==> config.mk <==
export PLATFORM = sky130hd
export DESIGN_NAME = bird_datapath
export DESIGN_NICKNAME = d
export VERILOG_FILES = /design/src/rtl/bird_datapath.sv
export SDC_FILE = /design/constraint.sdc
export NUM_CORES = 1
export LEC_CHECK = 0
export ABC_AREA = 1
export ABC_CLOCK_PERIOD_IN_PS = 3150
export CAP_MARGIN = 20
export CORE_MARGIN = 1
export CORE_UTILIZATION = 30
export DETAILED_ROUTE_END_ITERATION = 16
export GPL_TIMING_DRIVEN = 0
export PLACE_DENSITY = 0.6
export SLEW_MARGIN = 20
export SYNTH_ARGS = -nofsm -noshare
export SYNTH_HDL_FRONTEND = slang
export SYNTH_SLANG_ARGS = --single-unit
==> constraint.sdc <==
create_clock -name clk -period 3.15 [get_ports clk]
set_clock_uncertainty 0.1 [all_clocks]
set_input_delay 0.63 -clock clk [delete_from_list [all_inputs] [get_ports clk]]
set_output_delay 0.63 -clock clk [all_outputs]
set_load 0.02 [all_outputs]
==> src/rtl/bird_datapath.sv <==
// Bird vertical-position datapath: per-frame position update, status back to the
// control FSM, and an erase-then-draw pixel scan for the VGA plotter.
module bird_datapath #(
  parameter int unsigned X_POS       = 20,
  parameter int unsigned START_Y     = 56,
  parameter int unsigned SIZE        = 4,
  parameter int unsigned GROUND_Y    = 116,
  parameter int unsigned RISE_STEP   = 2,
  parameter int unsigned FALL_STEP   = 1,
  parameter int unsigned RISE_FRAMES = 8,
  parameter logic [2:0]  BIRD_COL    = 3'b110,
  parameter logic [2:0]  BG_COL      = 3'b011
) (
  input  logic       clk,
  input  logic       resetn,
  input  logic       frame_tick,
  input  logic [3:0] state_in,
  output logic       flag,
  output logic       touched,
  output logic [6:0] bird_y,
  output logic [7:0] x_out,
  output logic [6:0] y_out,
  output logic [2:0] colour,
  output logic       plot,
  output logic       busy
);

  localparam int unsigned CW    = (SIZE > 1) ? $clog2(SIZE) : 1;
  localparam int unsigned XW    = 8;
  localparam int unsigned YW    = 7;
  localparam int unsigned RW    = 4;
  localparam int unsigned LOW_Y = GROUND_Y - SIZE;

  localparam logic [3:0] C_START   = 4'd0;
  localparam logic [3:0] C_RAISING = 4'd1;
  localparam logic [3:0] C_FALLING = 4'd2;
  localparam logic [3:0] C_STOP    = 4'd3;

  typedef enum logic [1:0] {S_IDLE, S_ERASE, S_DRAW} state_t;

  state_t          state, state_nxt;
  logic [3:0]      last_ctrl;
  logic [RW-1:0]   rise_cnt;
  logic [YW-1:0]   old_y;
  logic [CW-1:0]   cx, cy;

  logic            take_frame;
  logic            scan_last;
  logic [CW-1:0]   cx_adv, cy_adv;
  logic [7:0]      y_ext, rise_y, fall_y;
  logic [YW-1:0]   y_upd;

  logic            plot_nxt, busy_nxt, emit;
  logic [CW-1:0]   cx_nxt, cy_nxt;
  logic [XW-1:0]   x_nxt;
  logic [YW-1:0]   y_nxt, base_y;
  logic [2:0]      col_nxt;

  assign take_frame = (state == S_IDLE) && frame_tick;
  assign flag       = (32'(rise_cnt) >= RISE_FRAMES) || (bird_y == '0);
  assign touched    = (bird_y == YW'(LOW_Y));

  // Scan counter helpers: cx runs fastest, cy steps when cx wraps
  always_comb begin
    scan_last = (cx == CW'(SIZE - 1)) && (cy == CW'(SIZE - 1));
    cx_adv    = cx + CW'(1);
    cy_adv    = cy;
    if (cx == CW'(SIZE - 1)) begin
      cx_adv = '0;
      cy_adv = cy + CW'(1);
    end
  end

  // Next bird position, computed at 8 bits so a rise cannot wrap below row 0
  always_comb begin
    y_ext  = {1'b0, bird_y};
    rise_y = (y_ext > 8'(RISE_STEP)) ? (y_ext - 8'(RISE_STEP)) : 8'd0;
    fall_y = y_ext + 8'(FALL_STEP);
    if (fall_y > 8'(LOW_Y)) fall_y = 8'(LOW_Y);
    case (last_ctrl)
      C_START:   y_upd = YW'(START_Y);
      C_RAISING: y_upd = YW'(rise_y);
      C_FALLING: y_upd = YW'(fall_y);
      C_STOP:    y_upd = bird_y;
      default:   y_upd = bird_y;
    endcase
  end

  always_ff @(posedge clk) begin
    if (!resetn) state <= S_IDLE;
    else         state <= state_nxt;
  end

  always_comb begin
    state_nxt = state;
    case (state)
      S_IDLE:  if (frame_tick) state_nxt = S_ERASE;
      S_ERASE: if (scan_last)  state_nxt = S_DRAW;
      S_DRAW:  if (scan_last)  state_nxt = S_IDLE;
      default: state_nxt = S_IDLE;
    endcase
  end

  // Registered plot outputs describe the pixel for the coming cycle
  always_comb begin
    plot_nxt = 1'b0;
    busy_nxt = 1'b0;
    emit     = 1'b0;
    cx_nxt   = cx;
    cy_nxt   = cy;
    x_nxt    = x_out;
    y_nxt    = y_out;
    col_nxt  = colour;
    base_y   = bird_y;
    case (state)
      S_IDLE: begin
        if (frame_tick) begin
          cx_nxt  = '0;
          cy_nxt  = '0;
          emit    = 1'b1;
          base_y  = bird_y;
          col_nxt = BG_COL;
        end
      end
      S_ERASE: begin
        emit = 1'b1;
        if (scan_last) begin
          cx_nxt  = '0;
          cy_nxt  = '0;
          base_y  = bird_y;
          col_nxt = BIRD_COL;
        end else begin
          cx_nxt  = cx_adv;
          cy_nxt  = cy_adv;
          base_y  = old_y;
          col_nxt = BG_COL;
        end
      end
      S_DRAW: begin
        if (scan_last) begin
          cx_nxt = '0;
          cy_nxt = '0;
        end else begin
          emit    = 1'b1;
          cx_nxt  = cx_adv;
          cy_nxt  = cy_adv;
          base_y  = bird_y;
          col_nxt = BIRD_COL;
        end
      end
      default: ;
    endcase
    if (emit) begin
      plot_nxt = 1'b1;
      busy_nxt = 1'b1;
      x_nxt    = XW'(X_POS) + XW'(cx_nxt);
      y_nxt    = base_y + YW'(cy_nxt);
    end
  end

  always_ff @(posedge clk) begin
    if (!resetn) begin
      last_ctrl <= C_START;
      rise_cnt  <= '0;
      bird_y    <= YW'(START_Y);
      old_y     <= '0;
      cx        <= '0;
      cy        <= '0;
      x_out     <= '0;
      y_out     <= '0;
      colour    <= '0;
      plot      <= 1'b0;
      busy      <= 1'b0;
    end else begin
      if (state_in <= C_STOP) last_ctrl <= state_in;
      if (last_ctrl != C_RAISING)                    rise_cnt <= '0;
      else if (take_frame && (rise_cnt != '1))       rise_cnt <= rise_cnt + RW'(1);
      if (take_frame) begin
        old_y  <= bird_y;
        bird_y <= y_upd;
      end
      cx     <= cx_nxt;
      cy     <= cy_nxt;
      x_out  <= x_nxt;
      y_out  <= y_nxt;
      colour <= col_nxt;
      plot   <= plot_nxt;
      busy   <= busy_nxt;
    end
  end

endmodule

# Yosys cells after proc, flatten, opt, wreduce, memory -nomap -nowiden
# Index checks and enable logic that the tools add are counted.
# word_totals
elab_cells	75
regBits	47
# op_classes
n_lt_le_gt_ge	4
n_reduce_logical	14
n_addsub	7
muxes	25
n_bitwise	1
n_eq_ne	13
# op_table
cell	n
$mux W7	4
$pmux W7 S3	1
$mux W2	9
$mux W3	3
$pmux W3 S3	1
$add A7 B1 Y8 const B	1
$gt A8 B7 Y1 const B	1
$ne A2 B2 Y1 const B	4
$pmux W2 S2	2
$add A7 B2 Y7	1
$eq A7 B7 Y1 const B	1
$gt A7 B2 Y1 const B	1
$logic_not A7 Y1	1
$sub A7 B2 Y7 const B	1
$add A5 B2 Y6 const A	1
$eq A2 B2 Y1 const B	3
$pmux W2 S3	1
$reduce_and A3 Y1	2
$reduce_bool A3 Y1	2
$add A2 B1 Y2 const B	2
$add A4 B1 Y4 const B	1
$eq A4 B1 Y1 const B	1
$eq A4 B2 Y1 const B	1
$ge A4 B4 Y1 const B	1
13 further kinds	18

# Depth between registers and ports, before layout
# logic_depth
depth_word	5
depth_mapped	17
ltp_nobuf	17

# Worst setup path before layout
# OpenSTA, ideal clock, no wires.
# synth_timing
kind	register -> register
from	reg state[0]
to	reg y_out[4]
t_arrival_ns	2.145
setup_ns	0.113
path_buffers	0
path_slack_ns	0.792
stages_incl_launch_ff	15
path_cell_list	dfxtp_1 -> inv_1 -> ha_1 -> inv_1 -> nor2_1 -> and2_1 -> nand3_1 -> nand2_1 -> ha_1 -> fa_1 -> nand2_2 -> nor2_4 -> xor2_1 -> o21ai_1 -> inv_1
# synth_between
elab_chain_cells	4
word_cells_on_any_way	8
cone_classes	add/sub (1); eq/ne (2); mux (3); reduce/logical (2)
# synth_lines
element	line	rtl
start: declaration	41	state_t state, state_nxt;
start signal: assignment	91	else state <= state_nxt;
$eq A2 B2 Y1 / $eq A2 B1 Y1 (equally long branches)	115	case (state)
$reduce_or A2 Y1 (no source line)	n/a	
$pmux W2 S2 *	115	
via cy_nxt[0]	54	logic [CW-1:0] cx_nxt, cy_nxt;
$add A7 B2 Y7 *	157	y_nxt = base_y + YW'(cy_nxt);
end signal: assignment	185	y_out <= y_nxt;
end: declaration	22	output logic [6:0] y_out,
# The timed path passes the listed nets; every way through them passes the cells marked *.
# A chain may end at the register's enable or synchronous reset.

# Worst setup path after layout
# layout_timing
from	reg bird_y[1]
to	out flag
# layout_between
elab_chain_cells	2
# layout_lines
element	line	rtl
start: declaration	20	output logic [6:0] bird_y,
start signal: assignment	165	bird_y <= YW'(START_Y);
start signal: assignment	180	bird_y <= y_upd;
$logic_not A7 Y1	60	assign flag = (32'(rise_cnt) >= RISE_FRAMES) || (bird_y == '0);
$logic_or A1 B1 Y1	60	
end: declaration	18	output logic flag,
# No other way between the ends.

==> metrics.md <==
| Metric | Value |
|---|---|
| # diodes | 0 |
| Top cells by area, synth | dfxtp_1 34%, ha_1 8.6%, nand2_1 8.2% |
| Int Pwr | 1.38 mW |
| Antenna Nets Post-Route | 0 |
| Final Slew Violations | 0 |
| Synthesis-stage register bit count | 42 |
| Slew HR | 0.613 |
| DIE AREA | 8630 sq um |
| Via Count | 2229 |
| Layout area overhead | 22.7% |
| Pre-CTS setup slack | 0.303 ns |
| CTS Hold Buffers Added | 0 |
| Hold path start | last_ctrl[2] |
| Max Clk Rate | 0.374 GHz |
| Seq/Total Area, Yosys | 0.339 |
| Port bufs | 31 |
| GRT Resource Usage Total | 0.137 |
| Final min period | 2.67 ns |
| Sw power | 0.995 mW |
| Top cell type by total area after synthesis | dfxtp_1 |
| Avg Inst Size Synth | 7.23 sq um |
| CP startpoint | bird_y[1] |
| Leakage | 1.35 nW |
| H-tree levels | 2 |
| Clock buffer depth | 2 |
| TritonCTS Sinks | 42 |
| Initial antenna violation count | 0 |
| Worst stage delay on the critical path | 0.62 ns |
| Postcts setup bufs | 0 |
| Layout cells sized above 1 | 0.122 |
| Worst setup SP type | register |
| Worst setup EP type | output pin |
| Top_reg_cell synth | dfxtp_1 |
| TNS Setup | 0 ns |
| Routed WL per cell | 11.1 um |
| Core Region | 7850 sq um |
| Post-DP HPWL | 4.21 mm |
| RSZ-0062 raised after global routing | false |
| First-pass GRT wire length | 9.49 mm |
| Origin of the critical flop-to-flop path | state[0] |
| Critical Path, Cell by Cell | inv_1 -> ha_1 -> nand2_1 -> o21ai_0 -> clkdlybuf4s50_1 |
| PD cells | 781 nW/um^2 |
| Clock Power Share | 0.181 |
| Required time of the critical path | 2.42 ns |
| Least-Margin Pin Slew | 0.580 ns |
| Fill count | 848 |
| Sw frac | 0.419 |
| Final period util | 0.848 |
| Cells after synthesis | 343 |
| Worst Hold Class | register to register |
| Hold slack | 0.334 ns |
| Critical Path Fanout Max | 8 |
| Row count | 32 |
| Total Wirelength | 5.43 mm |
| Power share of the sequential group | 0.312 |
| TritonCTS clock tree | built |
| Chip Width | 92.9 um |
| Mapped cell area | 2480 sq um |
| Share of power burned in combinational logic | 0.507 |
| Worst path bufs/invs | 2 |
| Setup WS post-layout | 0.480 ns |
| Total CTS buffers | 5 |
| Setup violators final | 0 |
| Drt drc | 0 |
| Initial drt markers | 72 |
| Nets | 409 |
| Most frequent cells in the layout | 54 x nand2_1, 42 x dfxtp_1, 41 x inv_1, 41 x nor2_1 |
| Critical Path AT | 1.94 ns |
| Area share of the largest cell type after synthesis | 0.339 |
| CTS Root Cell | clkbuf_8 |
| Slowest cell on crit path | clkdlybuf4s50_1 |
| Ys async rst share | 0 |
| Maximum vdd drop | 0.409 mV |
| Reg clk slew, reported paths | 0.09 ns |
| Yosys warnings | 0 |
| Vias per inst | 4.58 |
| WS Path Type | register to output pin |
| Clk_lat worst skew | 0.29 ns |
| Final Hold Fails | 0 |
| Commonest non-fill, non-tap cell in the layout | nand2_1 |
| Die Ht | 92.9 um |
| Number of global-route vias before repair | 2132 |
| Delay-heaviest family, CP | buffers and inverters |
| Status | complete, no violations |
| Gpl congestion | 0.847 |
| Largest net degree at the start of global routing | 15 |
| Post-CTS Resized | 0 |
| Initial Utilization | 0.316 |
| Detailed Routing Iterations Pass 1 | 4 |
| Post-synthesis cell type count | 40 |
| Ports | 36 |
| Total gr overflow | 0 |
| Max cap viols | 0 |
| Post-synth EDFFs | 0 |
==> cell usage after synthesis, types with 2 or more instances <==
| library cell | count |
|---|---|
| inv_1 | 41 |
| inv_2 | 5 |
| clkbuf_1 | 3 |
| o21ai_2 | 4 |
| o21ai_0 | 31 |
| nand3_1 | 16 |
| a31oi_1 | 2 |
| buf_6 | 3 |
| nand2_1 | 54 |
| buf_4 | 9 |
| nand4_1 | 4 |
| nor2_2 | 3 |
| nor2_1 | 41 |
| a21oi_2 | 2 |
| o21ai_1 | 3 |
| xnor2_1 | 3 |
| ha_1 | 17 |
| a21oi_1 | 29 |
| dfxtp_1 | 42 |
| nand2_2 | 5 |
| or2_2 | 2 |
| xor2_1 | 6 |
==> power groups by stage <==
stage | Combinational [mW] | Clock, mW | Sequential, mW
6_report | 1.20 | 0.431 | 0.740
3_3_place_gp | 1.19 | 0 | 0.751
5_1_grt | 1.36 | 0.472 | 0.760
3_5_place_dp | 1.21 | 0 | 0.754
2_1_floorplan | 0.753 | 0 | 0.842
4_1_cts | 1.22 | 0.451 | 0.743
==> layer usage <==
metal	wire length, um	vias to the layer above	GRT usage
met5	0	-	0
met4	22	0	0.0321
met3	207	2	0.0271
met2	2640	36	0.244
met1	2560	1016	0.168
li1	-	1175	-
==> cell type report <==
| cell class | instances | area, sq um | share of cell area |
|---|---|---|---|
| multi-input cells | 241 | 1360 | 0.446 |
| well taps | 102 | 128 | 0.0420 |
| flip-flops and latches | 42 | 841 | 0.276 |
| inverters | 47 | 176 | 0.0580 |
| plain buffers | 16 | 118 | 0.0387 |
| clock inverters | 3 | 43.8 | 0.0144 |
| repair buffers | 31 | 310 | 0.102 |
| clock buffers | 5 | 68.8 | 0.0226 |
==> registers in the layout, summed over array words and instances (netlist names) <==
signal,flops
state,2
bird_y,7
old_y,7
last_ctrl,4
busy,1
rise_cnt,4
colour,3
y_out,7
cy,2
x_out,3
cx,2
==> kinds of logic (layout without fill, tap and decap cells) <==
| family | after synthesis | after routing | synth area share |
|---|---|---|---|
| buffers and inverters | 63 | 102 | 0.119 |
| and+or+nand+nor | 133 | 133 | 0.239 |
| adders and majority gates | 18 | 18 | 0.0938 |
| xor gates and xnor gates | 9 | 9 | 0.0318 |
| AOI/OAI and AO/OA | 77 | 77 | 0.177 |
| DFF | 42 | 42 | 0.339 |
| other | 1 | 4 | 0.00151 |
==> per-stage QoR <==
stage,util,cell area [sq um],total power [mW],std cells
global placement,0.373,2930,1.94,479
floorplan,-,2490,1.59,346
CTS,0.388,3040,2.41,487
global route,0.388,3040,2.59,487
finish,0.388,3040,2.38,487
detailed placement,0.373,2930,1.96,479
==> tightest hold or removal path, cell delays in order (launching register included) <==
cell	delay, ns
dfxtp_1	0.31
nand2_1	0.05
nor2_1	0.04
==> final timing paths <==
path                  end  slack, ns  cells after the start
max                  flag       0.48                      5
min          last_ctrl[2]       0.33                      2
max reg2reg      y_out[4]       0.62                     14
min reg2reg  last_ctrl[2]       0.33                      2
Note: power is estimated with default switching activity, not from simulation.
